<file path="src/rtl/npu_img_row_loader.sv">
// Buffers one image row from a pixel stream, then writes it to NPU memory over AHB-Lite.
// Define NPU_ROW_LOADER_WORD_PACK_EN to pack 4 bytes per word write instead of byte writes.
module npu_img_row_loader #(
    parameter int unsigned ROW_BYTES    = 64,
    parameter int unsigned NUM_ROWS     = 64,
    parameter logic [31:0] IMG_BASE     = 32'h0000_0000,
    parameter logic [31:0] ROW_CMD_ADDR = 32'h0000_2000
) (
    input  logic        clk,
    input  logic        resetn,
    input  logic        pix_valid_i,
    input  logic        pix_sof_i,
    input  logic [7:0]  pix_data_i,
    output logic        pix_ready_o,
    output logic [31:0] ahb_m_haddr_o,
    output logic        ahb_m_hwrite_o,
    output logic [2:0]  ahb_m_hsize_o,
    output logic [2:0]  ahb_m_hburst_o,
    output logic [3:0]  ahb_m_hprot_o,
    output logic [1:0]  ahb_m_htrans_o,
    output logic        ahb_m_hmastlock_o,
    output logic [31:0] ahb_m_hwdata_o,
    input  logic        ahb_m_hready_i,
    input  logic        ahb_m_hresp_i,
    output logic        busy_o,
    output logic [5:0]  rows_sent_o,
    output logic        frame_done_p_o,
    output logic        err_o
);

    localparam int unsigned CW = (ROW_BYTES > 1) ? $clog2(ROW_BYTES) : 1;
`ifdef NPU_ROW_LOADER_WORD_PACK_EN
    localparam int unsigned STEP    = 4;
    localparam logic [2:0]  WR_SIZE = 3'b010;
`else
    localparam int unsigned STEP    = 1;
    localparam logic [2:0]  WR_SIZE = 3'b000;
`endif
    localparam logic [CW-1:0] LAST_PIX   = CW'(ROW_BYTES - 1);
    localparam logic [CW-1:0] LAST_WR    = CW'(ROW_BYTES - STEP);
    localparam logic [CW-1:0] COL_STEP   = CW'(STEP);
    localparam logic [5:0]    LAST_ROW   = 6'(NUM_ROWS - 1);
    localparam logic [31:0]   ROW_STRIDE = 32'(ROW_BYTES);
    localparam logic [1:0]    HT_IDLE    = 2'b00;
    localparam logic [1:0]    HT_NONSEQ  = 2'b10;

    typedef enum logic [2:0] {
        IDLE, FILL, WR_ADDR, WR_DATA, CMD_ADDR, CMD_DATA
    } state_e;

    state_e        state_q, state_d;
    logic [CW-1:0] col_q, col_d;
    logic [5:0]    rows_q, rows_d;
    logic          err_q, err_d;
    logic          done_q, done_d;
    logic [7:0]    row_buf_q [ROW_BYTES];

    logic          pix_acc;
    logic          pix_store;
    logic [CW-1:0] wr_col;
    logic [31:0]   wdata;

    assign pix_acc   = pix_valid_i && pix_ready_o;
    // Outside FILL only a SOF pixel may start a row; everything else is dropped.
    assign pix_store = pix_acc && ((state_q == FILL) || pix_sof_i);
    assign wr_col    = pix_sof_i ? '0 : col_q;

    always_ff @(posedge clk) begin
        if (pix_store) begin
            row_buf_q[wr_col] <= pix_data_i;
        end
    end

    always_comb begin
        wdata = '0;
`ifdef NPU_ROW_LOADER_WORD_PACK_EN
        for (int k = 0; k < 4; k++) begin
            wdata[8*k +: 8] = row_buf_q[col_q + CW'(k)];
        end
`else
        wdata = {4{row_buf_q[col_q]}};
`endif
    end

    always_comb begin
        state_d = state_q;
        col_d   = col_q;
        rows_d  = rows_q;
        err_d   = err_q;
        done_d  = 1'b0;
        unique case (state_q)
            IDLE, FILL: begin
                if (pix_store) begin
                    if (pix_sof_i) begin
                        rows_d = '0;
                        err_d  = 1'b0;
                    end
                    if (wr_col == LAST_PIX) begin
                        col_d   = '0;
                        state_d = WR_ADDR;
                    end else begin
                        col_d   = wr_col + 1'b1;
                        state_d = FILL;
                    end
                end
            end
            WR_ADDR: begin
                if (ahb_m_hready_i) state_d = WR_DATA;
            end
            WR_DATA: begin
                if (ahb_m_hready_i) begin
                    if (ahb_m_hresp_i) begin
                        err_d   = 1'b1;
                        rows_d  = '0;
                        col_d   = '0;
                        state_d = IDLE;
                    end else if (col_q == LAST_WR) begin
                        col_d   = '0;
                        state_d = CMD_ADDR;
                    end else begin
                        col_d   = col_q + COL_STEP;
                        state_d = WR_ADDR;
                    end
                end
            end
            CMD_ADDR: begin
                if (ahb_m_hready_i) state_d = CMD_DATA;
            end
            CMD_DATA: begin
                if (ahb_m_hready_i) begin
                    if (ahb_m_hresp_i) begin
                        err_d   = 1'b1;
                        rows_d  = '0;
                        col_d   = '0;
                        state_d = IDLE;
                    end else if (rows_q == LAST_ROW) begin
                        // Last row of the frame: counter wraps straight to zero.
                        rows_d  = '0;
                        done_d  = 1'b1;
                        state_d = IDLE;
                    end else begin
                        rows_d  = rows_q + 1'b1;
                        state_d = FILL;
                    end
                end
            end
            default: state_d = IDLE;
        endcase
    end

    always_ff @(posedge clk or negedge resetn) begin
        if (!resetn) begin
            state_q <= IDLE;
            col_q   <= '0;
            rows_q  <= '0;
            err_q   <= 1'b0;
            done_q  <= 1'b0;
        end else begin
            state_q <= state_d;
            col_q   <= col_d;
            rows_q  <= rows_d;
            err_q   <= err_d;
            done_q  <= done_d;
        end
    end

    always_comb begin
        pix_ready_o       = 1'b0;
        ahb_m_haddr_o     = '0;
        ahb_m_hwrite_o    = 1'b0;
        ahb_m_hsize_o     = 3'b000;
        ahb_m_hburst_o    = 3'b000;
        ahb_m_hprot_o     = 4'b0000;
        ahb_m_htrans_o    = HT_IDLE;
        ahb_m_hmastlock_o = 1'b0;
        ahb_m_hwdata_o    = '0;
        unique case (state_q)
            IDLE, FILL: pix_ready_o = 1'b1;
            WR_ADDR: begin
                ahb_m_htrans_o = HT_NONSEQ;
                ahb_m_hwrite_o = 1'b1;
                ahb_m_hsize_o  = WR_SIZE;
                ahb_m_hprot_o  = 4'b0011;
                ahb_m_haddr_o  = IMG_BASE + 32'(rows_q) * ROW_STRIDE
                               + 32'(col_q);
            end
            WR_DATA: ahb_m_hwdata_o = wdata;
            CMD_ADDR: begin
                ahb_m_htrans_o = HT_NONSEQ;
                ahb_m_hwrite_o = 1'b1;
                ahb_m_hsize_o  = 3'b010;
                ahb_m_hprot_o  = 4'b0011;
                ahb_m_haddr_o  = ROW_CMD_ADDR;
            end
            CMD_DATA: ahb_m_hwdata_o = 32'h0000_0001;
            default: ;
        endcase
    end

    assign busy_o         = (state_q != IDLE);
    assign rows_sent_o    = rows_q;
    assign err_o          = err_q;
    assign frame_done_p_o = done_q;

endmodule
</file>
<file path="config.mk">
export PLATFORM = sky130hd
export DESIGN_NAME = npu_img_row_loader
export DESIGN_NICKNAME = d
export VERILOG_FILES = /design/src/rtl/npu_img_row_loader.sv
export SDC_FILE = /design/constraint.sdc
export NUM_CORES = 1
export LEC_CHECK = 0
export CORE_ASPECT_RATIO = 1.2
export CORE_UTILIZATION = 65
export DETAILED_ROUTE_END_ITERATION = 8
export GPL_ROUTABILITY_DRIVEN = 0
export HOLD_SLACK_MARGIN = 0.03
export PLACE_DENSITY_LB_ADDON = 0.12
export SKIP_LAST_GASP = 1
export SLEW_MARGIN = 20
export SYNTH_ARGS = -nofsm -noshare
export SYNTH_HDL_FRONTEND = slang
export SYNTH_SLANG_ARGS = --single-unit
</file>
<file path="constraint.sdc">
create_clock -name clk -period 4.9 [get_ports clk]
set_input_delay 0.98 -clock clk [delete_from_list [all_inputs] [get_ports clk]]
set_output_delay 0.98 -clock clk [all_outputs]
set_load 0.01 [all_outputs]
</file>
-- Yosys cells after proc, flatten, opt, wreduce, memory -nomap -nowiden
Memory sizes are Yosys's and may differ from the RTL's.
Cells that the tools add are included.
- register bits: 17
- memory bits (writable): 512
- input port bits: 14
- output and inout port bits: 88
- word-level logic and storage cells: 86
- memories: 1
- memories (name ; words ; bits a word ; read ports ; clocked after memory_dff ; write ports ; RTL line ; text):
    row_buf_q ; 64 ; 8 ; 1 ; 0 ; 1 ; 56 ; logic [7:0] row_buf_q [ROW_BYTES];
- add/subtract/negate cells: 4
- eq/ne operators: 18
- multiplexer cells: 44
- reductions and logical operators: 14
- operator list (cell ; number):
    6-bit 2-to-1 mux ; 13
    32-bit case mux with 2 select lines ; 1
    6-bit case mux with 3 select lines ; 2
    14-bit case mux with 2 select lines ; 1
    3-bit 2-to-1 mux ; 7
    6-bit by 1-bit adder with 6-bit output, second input constant ; 3
    6-bit equality test, second input constant ; 3
    2-bit inequality test, second input constant ; 8
    3-bit case mux with 5 select lines ; 1
    5-bit AND reduction ; 3
    1-bit 2-to-1 mux ; 14
    12-bit by 6-bit adder with 13-bit output ; 1
    2-bit 2-to-1 mux ; 4
    3-bit by 2-bit equality test with 1-bit output, second input constant ; 2
    3-bit equality test, second input constant ; 2
    6-bit AND reduction ; 1
    3-bit nonzero test ; 2
    2-bit OR reduction ; 3
    2-bit by 1-bit inequality test with 1-bit output, second input constant ; 2
    3-bit by 1-bit equality test with 1-bit output, second input constant ; 1
    3-bit zero test ; 1
    1-bit logical AND ; 2
    1-bit case mux with 2 select lines ; 1
    2-bit nonzero test ; 1
    1-bit logical OR ; 1

-- Depth between registers and ports, before layout
Gate-level depths: netlist of the first run.
- depth after elaboration: 7
- depth in mapped cells: 11
- depth with buffers taken out: 7

-- Least setup slack after synthesis of the first run
OpenSTA, ideal clock, no wires.
- path type: reg2out
- start point: reg col_q[2]
- end point: out ahb_m_hwdata_o[17]
- arrival time: 2.365 ns
- required time: 3.920 ns
- path slack: 1.555 ns
- stages on the path, launching flop included: 9
- path buffers: 3
- path through: dfrtp_1 -> inv_1 -> clkbuf_1 -> clkbuf_1 -> nand2_1 -> a32oi_1 -> o311ai_0 -> o31ai_1 -> buf_4
- word-level cells in the longest chain between the ends: 2
- ends and longest elaborated chain (element ; RTL line ; text):
    from (decl) ; 52 ; logic [CW-1:0] col_q, col_d;
    from (signal assigned) ; 160 ; col_q <= col_d;
    memory read 64 x 8 bit ; -- ;
    32-bit case mux with 2 select lines ; 177 ; unique case (state_q)
    to (decl) ; 22 ; output logic [31:0] ahb_m_hwdata_o,
Every way passes these cells.

-- Worst setup path in the final report of the first run
- start point: reg col_q[1]
- end point: out ahb_m_hwdata_o[5]
The elaborated chain is that of the path after synthesis.

==> results.toml, run 1 <==
[status]
status = "finished, final reports clean"

[floorplanning]
core_mm2 = 0.03243
io_pins = 102
die-area_mm2 = 0.03380
start_util_pct = 66.27
std_cell_rows = 72
die_y_um = 201.2
chipWidth_um = 168.0

[timing]
hold_viol_final = 0
skew_ns = 0.01906
fin_setup_tns_ns = 0
worst_pin_slew_ns = 1.176
period_needed_ns = 4.685
timing.final.crit_share_pct = 95.61
setup_viol = 0
slew-limit-headroom_pct = 21.59
layout_setup_ws_ns = 0.2150
rsz0062_at_grt = "no"
drv_slew = 0
clock.fmax_mhz = 213.4

[worst_setup_path]
required_ns = 3.92
worstSetupStartpoint = "col_q[1]$_DFFE_PN0P_"
critPathCaptureType = "output port"
reg2reg_depth = 5
cp.arrival_ns = 3.70
crit_type = "reg2out"
ff2ff_setup_slack_ns = 1.57
reg2reg_to = "row_buf_q[3][4]$_DFFE_PP_"
cp_max_fo = 29
worstSetupEndpoint = "ahb_m_hwdata_o[5]"
reg2reg_from = "col_q[1]$_DFFE_PN0P_"
critPathLaunchType = "register"

[placement]
dp_hpwl_mm = 29.77
portBuffers = 73
dpl_worst_slack_ns = 0.6100

[cts]
cts_root_buffer = "clkbuf_16"
cts_tree = "yes"
cts_hold_buffers = 0
cts.sinks = 529
cts_buffer_depth = 3
h-tree-depth = 2
cts-buffers-inserted = 49
clk_pin_slew_ns = 0.07
clkLatencyLatePin_ns = 0.58

[pwr]
p_clk_share_pct = 31.0
power.density_mw_per_mm2 = 493.2
power.switching_mw = 3.331
seq_power_share_pct = 42.5
p_comb_share_pct = 26.6
ir_worst_vdd_uv = 334.2
power.leakage_nw = 7.885
p_int_mw = 8.735
p_sw_share_pct = 27.61

[layout]
num_antenna_cells = 0
drive_gt1_share_pct = 24.68
syn_to_final_growth_pct = 13.82
final_nets = 1238

[global_route]
grt_overflow = 0
grt_pass1_vias = 11138
grt_pass1_wl_mm = 72.55
antenna_found_initial = 0
grt.total_usage_pct = 30.30
grt_max_degree = 65

[synth]
ys_top_cells_by_area = "edfxtp_1 72%, mux4_2 15%, buf_4 2.1%"
yosysSeqAreaShare_pct = 73.51
yosysTopAreaCellShare_pct = 71.53
syn_inst = 1094
synthArstFlopShare_pct = 3.214
synth.largest_area_cell = "edfxtp_1"
postSynthAreaPerCell_um2 = 19.65
synth_edf_count = 512
synth_top_flop_cell = "edfxtp_1"
ys_ff_latch = 529
synth.most_common_cell = "edfxtp_1"
synth_area_mm2 = 0.02149
synth_cell_types = 52
synthTopCellsByCount = "512 x edfxtp_1, 147 x mux4_2, 82 x nor2_1, 60 x buf_4, 55 x nand2_1"
ys_warn_count = 0

[detailed_routing]
wl_per_cell_um = 29.50
post_drt_via_cell_ratio = 6.662
antenna_left = 0
vias = 11105
drt-total-wl_mm = 49.18
drtIter0Drc = 1328
dr.pass1.iters = 6
drc_errors = 0

[worst_hold_path]
hold_class = "reg2reg"

[flow_run]
drv_cap = 0
==> power groups by stage <==
| stage | registers (mW) | clock network (mW) | logic (mW) |
|---|---|---|---|
| 6_report | 5.13 | 3.74 | 3.21 |
| 5_1_grt | 5.13 | 3.94 | 3.38 |
| 4_1_cts | 5.16 | 3.77 | 3.14 |
| 3_5_place_dp | 5.28 | 0 | 3.06 |
| 3_3_place_gp | 5.28 | 0 | 3.01 |
| 2_1_floorplan | 5.14 | 0 | 2.17 |
==> state kept, by name (all words and copies together), names as in the netlist <==
name            count
row_buf_q         512
frame_done_p_o      1
col_q               6
state_q             3
err_o               1
rows_sent_o         6
==> logic make-up (layout without fill, tap and decap cells) <==
kind of cell	count (synthesis)	after routing	synth area share, %
xor+xnor	3	3	0.1223
fa+ha+maj	3	3	0.1747
compound gates	83	83	2.573
mux	164	164	16.20
simple gates	200	200	4.215
other cells	1	28	0.01745
buf+inv	111	250	3.190
flops	529	529	73.51
==> area by class of cell <==
cell class	instances	area, µm²
Sequential cell	529	15810
Fill cell	1774	7968
Multi-Input combinational cell	481	5109
Inverter	5	18.77
Clock inverter	28	276.5
Clock buffer	62	1296
Tap cell	407	509.2
Timing Repair Buffer	155	1446
==> cells in the final DEF (no fill, tap or decap), types with 8 or more instances in the layout <==
cell type        instances
clkdlybuf4s50_1         65
nor2_1                  82
dfrtp_1                 15
buf_12                   9
mux2i_1                 17
clkbuf_16               50
clkbuf_1                12
clkinv_2                 8
o21ai_0                 22
edfxtp_1               512
conb_1                  28
nor3_1                   8
mux4_2                 147
buf_4                   76
and2_1                  16
a21oi_1                  8
nand2_1                 55
a22oi_1                 10
clkinv_1                10
==> worst max-delay path, cell delays in order, from the launching register on <==
cell and delay [ns]:
dfrtp_4 0.62, buf_12 0.26, buf_4 0.37, mux4_2 0.39, mux4_2 0.51, mux2i_1 0.20
o21ai_1 0.20, clkdlybuf4s50_1 0.56
==> layer usage <==
layer	share of wire [%]	wire [µm]	GRT usage (%)	up-vias
li1	-	-	-	4623
met3	8.1	3990	5.075	84
met4	2.6	1285	9.567	0
met1	39	19080	42.85	5772
met2	50	24820	49.35	626
met5	0	0	0	-
==> per-stage QoR <==
stage | hold slack [ns] | cell area [µm²] | power (mW) | instances | utilization (%)
after floorplan | 0.5115 | 21590 | 7.312 | 1121 | -
after global placement | 0.4688 | 22810 | 8.285 | 1572 | 70.34
after detailed placement | 0.4740 | 22820 | 8.336 | 1572 | 70.35
after CTS | 0.4885 | 24400 | 12.08 | 1663 | 75.25
after global routing | 0.5350 | 24460 | 12.45 | 1667 | 75.43
final | 0.4860 | 24460 | 12.07 | 1667 | 75.43
==> worst min-delay path by stage <==
stage	from	end	slack, ns	cells after the start
2_1_floorplan	err_o$_DFFE_PN0P_	err_o$_DFFE_PN0P_	0.51	2
3_3_place_gp	err_o$_DFFE_PN0P_	err_o$_DFFE_PN0P_	0.47	2
3_5_place_dp	err_o$_DFFE_PN0P_	err_o$_DFFE_PN0P_	0.47	2
4_1_cts	err_o$_DFFE_PN0P_	err_o$_DFFE_PN0P_	0.49	2
5_1_grt	err_o$_DFFE_PN0P_	err_o$_DFFE_PN0P_	0.54	2
6_report	err_o$_DFFE_PN0P_	err_o$_DFFE_PN0P_	0.49	2
==> timing repair <==
| item | 4_1_cts | 5_1_grt |
|---|---|---|
| setup buffers | 1 | 4 |
| endpoints found under the setup margin | 2 | 7 |
| resized for setup | 0 | 0 |
| pin swaps | 0 | 0 |
Note: power is estimated with default switching activity, not from simulation.
==> inputs of run 2 (changes only) <==
--- a/config.mk
+++ b/config.mk
@@ -6,7 +6,7 @@
 export NUM_CORES = 1
 export LEC_CHECK = 0
 export CORE_ASPECT_RATIO = 1.2
-export CORE_UTILIZATION = 65
+export CORE_UTILIZATION = 60
 export DETAILED_ROUTE_END_ITERATION = 8
 export GPL_ROUTABILITY_DRIVEN = 0
 export HOLD_SLACK_MARGIN = 0.03
==> constraint.sdc (replaced) <==
create_clock -name clk -period 4.7 [get_ports clk]
set_input_delay 0.94 -clock clk [delete_from_list [all_inputs] [get_ports clk]]
set_output_delay 0.94 -clock clk [all_outputs]
set_load 0.01 [all_outputs]
==> run 2 against run 1 <==
Final cell count up 4.9%; worst hold slack better by 0.0034 ns; sequential power grew 4%; clock-buffer cell count grew 13; total power grew 5.4%; critical path type unchanged; critical endpoint is now ahb_m_hwdata_o[13]; largest cell class unchanged; combinational power rose by 6.9%; largest power group unchanged; register-to-register slack better by 0.17 ns.
==> results.toml, run 2 (synthesis gave the netlist of run 1 again) <==
[timing]
fin_setup_tns_ns = 0
timing.final.crit_share_pct = 98.96
setup_viol = 0
drv_slew = 0
worst_pin_slew_ns = 0.8654
slew-limit-headroom_pct = 42.10
whs_ns = 0.4893
layout_setup_ws_ns = 0.04891
hold_viol_final = 0
period_needed_ns = 4.651
skew_ns = 0.02576
clock.fmax_mhz = 215.0

[floorplanning]
chipWidth_um = 174.8
std_cell_rows = 75
die_y_um = 209.3
die-area_mm2 = 0.03659
start_util_pct = 61.24
io_pins = 102
core_mm2 = 0.03510

[worst_setup_path]
crit_type = "reg2out"
cpMostUsedCell = "mux4_2"
path_cells = "buf_16 -> buf_4 -> mux4_2 -> mux4_2 -> mux2i_2 -> o21ai_1 -> clkdlybuf4s50_1"
cp_max_fo = 51
reg2reg_depth = 5
critPathCaptureType = "output port"
ff2ff_setup_slack_ns = 1.74
reg2reg_to = "row_buf_q[17][5]$_DFFE_PP_"
reg2reg_from = "col_q[4]$_DFFE_PN0P_"
crit_slowest_cell = "dfrtp_4"
required_ns = 3.76
max_stage_delay_ns = 0.61
critPathLaunchType = "register"
cp.arrival_ns = 3.71

[pwr]
power.switching_mw = 3.472
ir_worst_vdd_uv = 374.4
power.leakage_nw = 8.050
power.density_mw_per_mm2 = 512.7
seq_power_share_pct = 41.8
p_clk_share_pct = 31.2
p_int_mw = 9.252
total_power_mw = 12.72
p_sw_share_pct = 27.28
p_comb_share_pct = 27.0

[status]
status = "finished, final reports clean"

[detailed_routing]
dr.pass1.iters = 8
drc_errors = 0
wl_per_cell_um = 28.20
drt-total-wl_mm = 49.32
vias = 11247
drtIter0Drc = 1289
post_drt_via_cell_ratio = 6.431
antenna_left = 0

[cts]
cts-buffers-inserted = 50
cts.sinks = 529
clkLatencyLatePin_ns = 0.57
cts_tree = "yes"
cts_root_buffer = "clkbuf_16"
cts_buffer_depth = 3
clk_pin_slew_ns = 0.06
h-tree-depth = 2

[placement]
placed_cell_area_mm2 = 0.02308
dp_hpwl_mm = 30.10
portBuffers = 73
dpl_worst_slack_ns = 0.4131
dp.cells = 1650

[worst_hold_path]
hold_class = "reg2reg"
min_to = "err_o$_DFFE_PN0P_"
worstHoldStart = "err_o$_DFFE_PN0P_"
hold_depth = 2

[global_route]
grt_pass1_vias = 11114
grt_pass1_wl_mm = 72.73
antenna_found_initial = 0
grt_max_degree = 65
grt.total_usage_pct = 27.66
grt_overflow = 0

[layout]
post-route-util_pct = 70.72
final_nets = 1264
syn_to_final_growth_pct = 15.47
final_area_mm2 = 0.02482
drive_gt1_share_pct = 26.03
layout_common_cells = "512 x edfxtp_1, 147 x mux4_2, 95 x buf_4"
final_common_cell = "edfxtp_1"
largest_reg_flops = 512
num_antenna_cells = 0
fin_cells = 1749
regMostFlops = "row_buf_q"

[flow_run]
drv_cap = 0
run 2: worst max-delay path, delay by kind of cell (launching register included):
family          cells  cell delay [ns]
mux                 3             1.17
buf+inv             3             1.13
flops               1             0.61
compound gates      1             0.17
run 2: cell type report:
| class | count | area [µm²] |
|---|---|---|
| Clock inverter | 17 | 175.2 |
| Inverter | 5 | 18.77 |
| Tap cell | 462 | 578.1 |
| Clock buffer | 75 | 1429 |
| Timing Repair Buffer | 180 | 1689 |
| Multi-Input combinational cell | 481 | 5121 |
| Fill cell | 2161 | 10280 |
| Sequential cell | 529 | 15810 |
run 2: power by group through the flow:
| stage | Clock [mW] | Combinational [mW] | Sequential (mW) |
|---|---|---|---|
| after floorplan | 0 | 2.26 | 5.36 |
| after global placement | 0 | 3.20 | 5.50 |
| after detailed placement | 0 | 3.22 | 5.51 |
| after CTS | 4.01 | 3.38 | 5.36 |
| after global routing | 4.18 | 3.62 | 5.33 |
| final | 3.97 | 3.43 | 5.32 |
run 2: how the worst max path moves through the flow:
stage                         startpoint  slack (ns)                  to  cells past startpoint
floorplan           col_q[2]$_DFFE_PN0P_        1.39  ahb_m_hwdata_o[17]                      8
global placement    col_q[0]$_DFFE_PN0P_        0.46   ahb_m_hwdata_o[5]                      6
detailed placement  col_q[0]$_DFFE_PN0P_        0.41  ahb_m_hwdata_o[13]                      6
finish              col_q[1]$_DFFE_PN0P_        0.05  ahb_m_hwdata_o[13]                      7
global route        col_q[1]$_DFFE_PN0P_      -0.001  ahb_m_hwdata_o[21]                      7
CTS                 col_q[1]$_DFFE_PN0P_     0.00003  ahb_m_hwdata_o[15]                      8
run 2: layer usage:
metal	global-route usage (%)	up-vias	part of all wire, %
met3	5.217	85	8.6
met1	39.94	5873	40
met5	0	-	0
li1	-	4677	-
met2	43.39	612	48
met4	9.145	0	2.9
run 2: what timing repair did:
item                       4_1_cts  5_1_grt
setup endpoints to repair       31       24
setup buffers                    5        2
hold buffers                     0        0
resized for setup                2        2
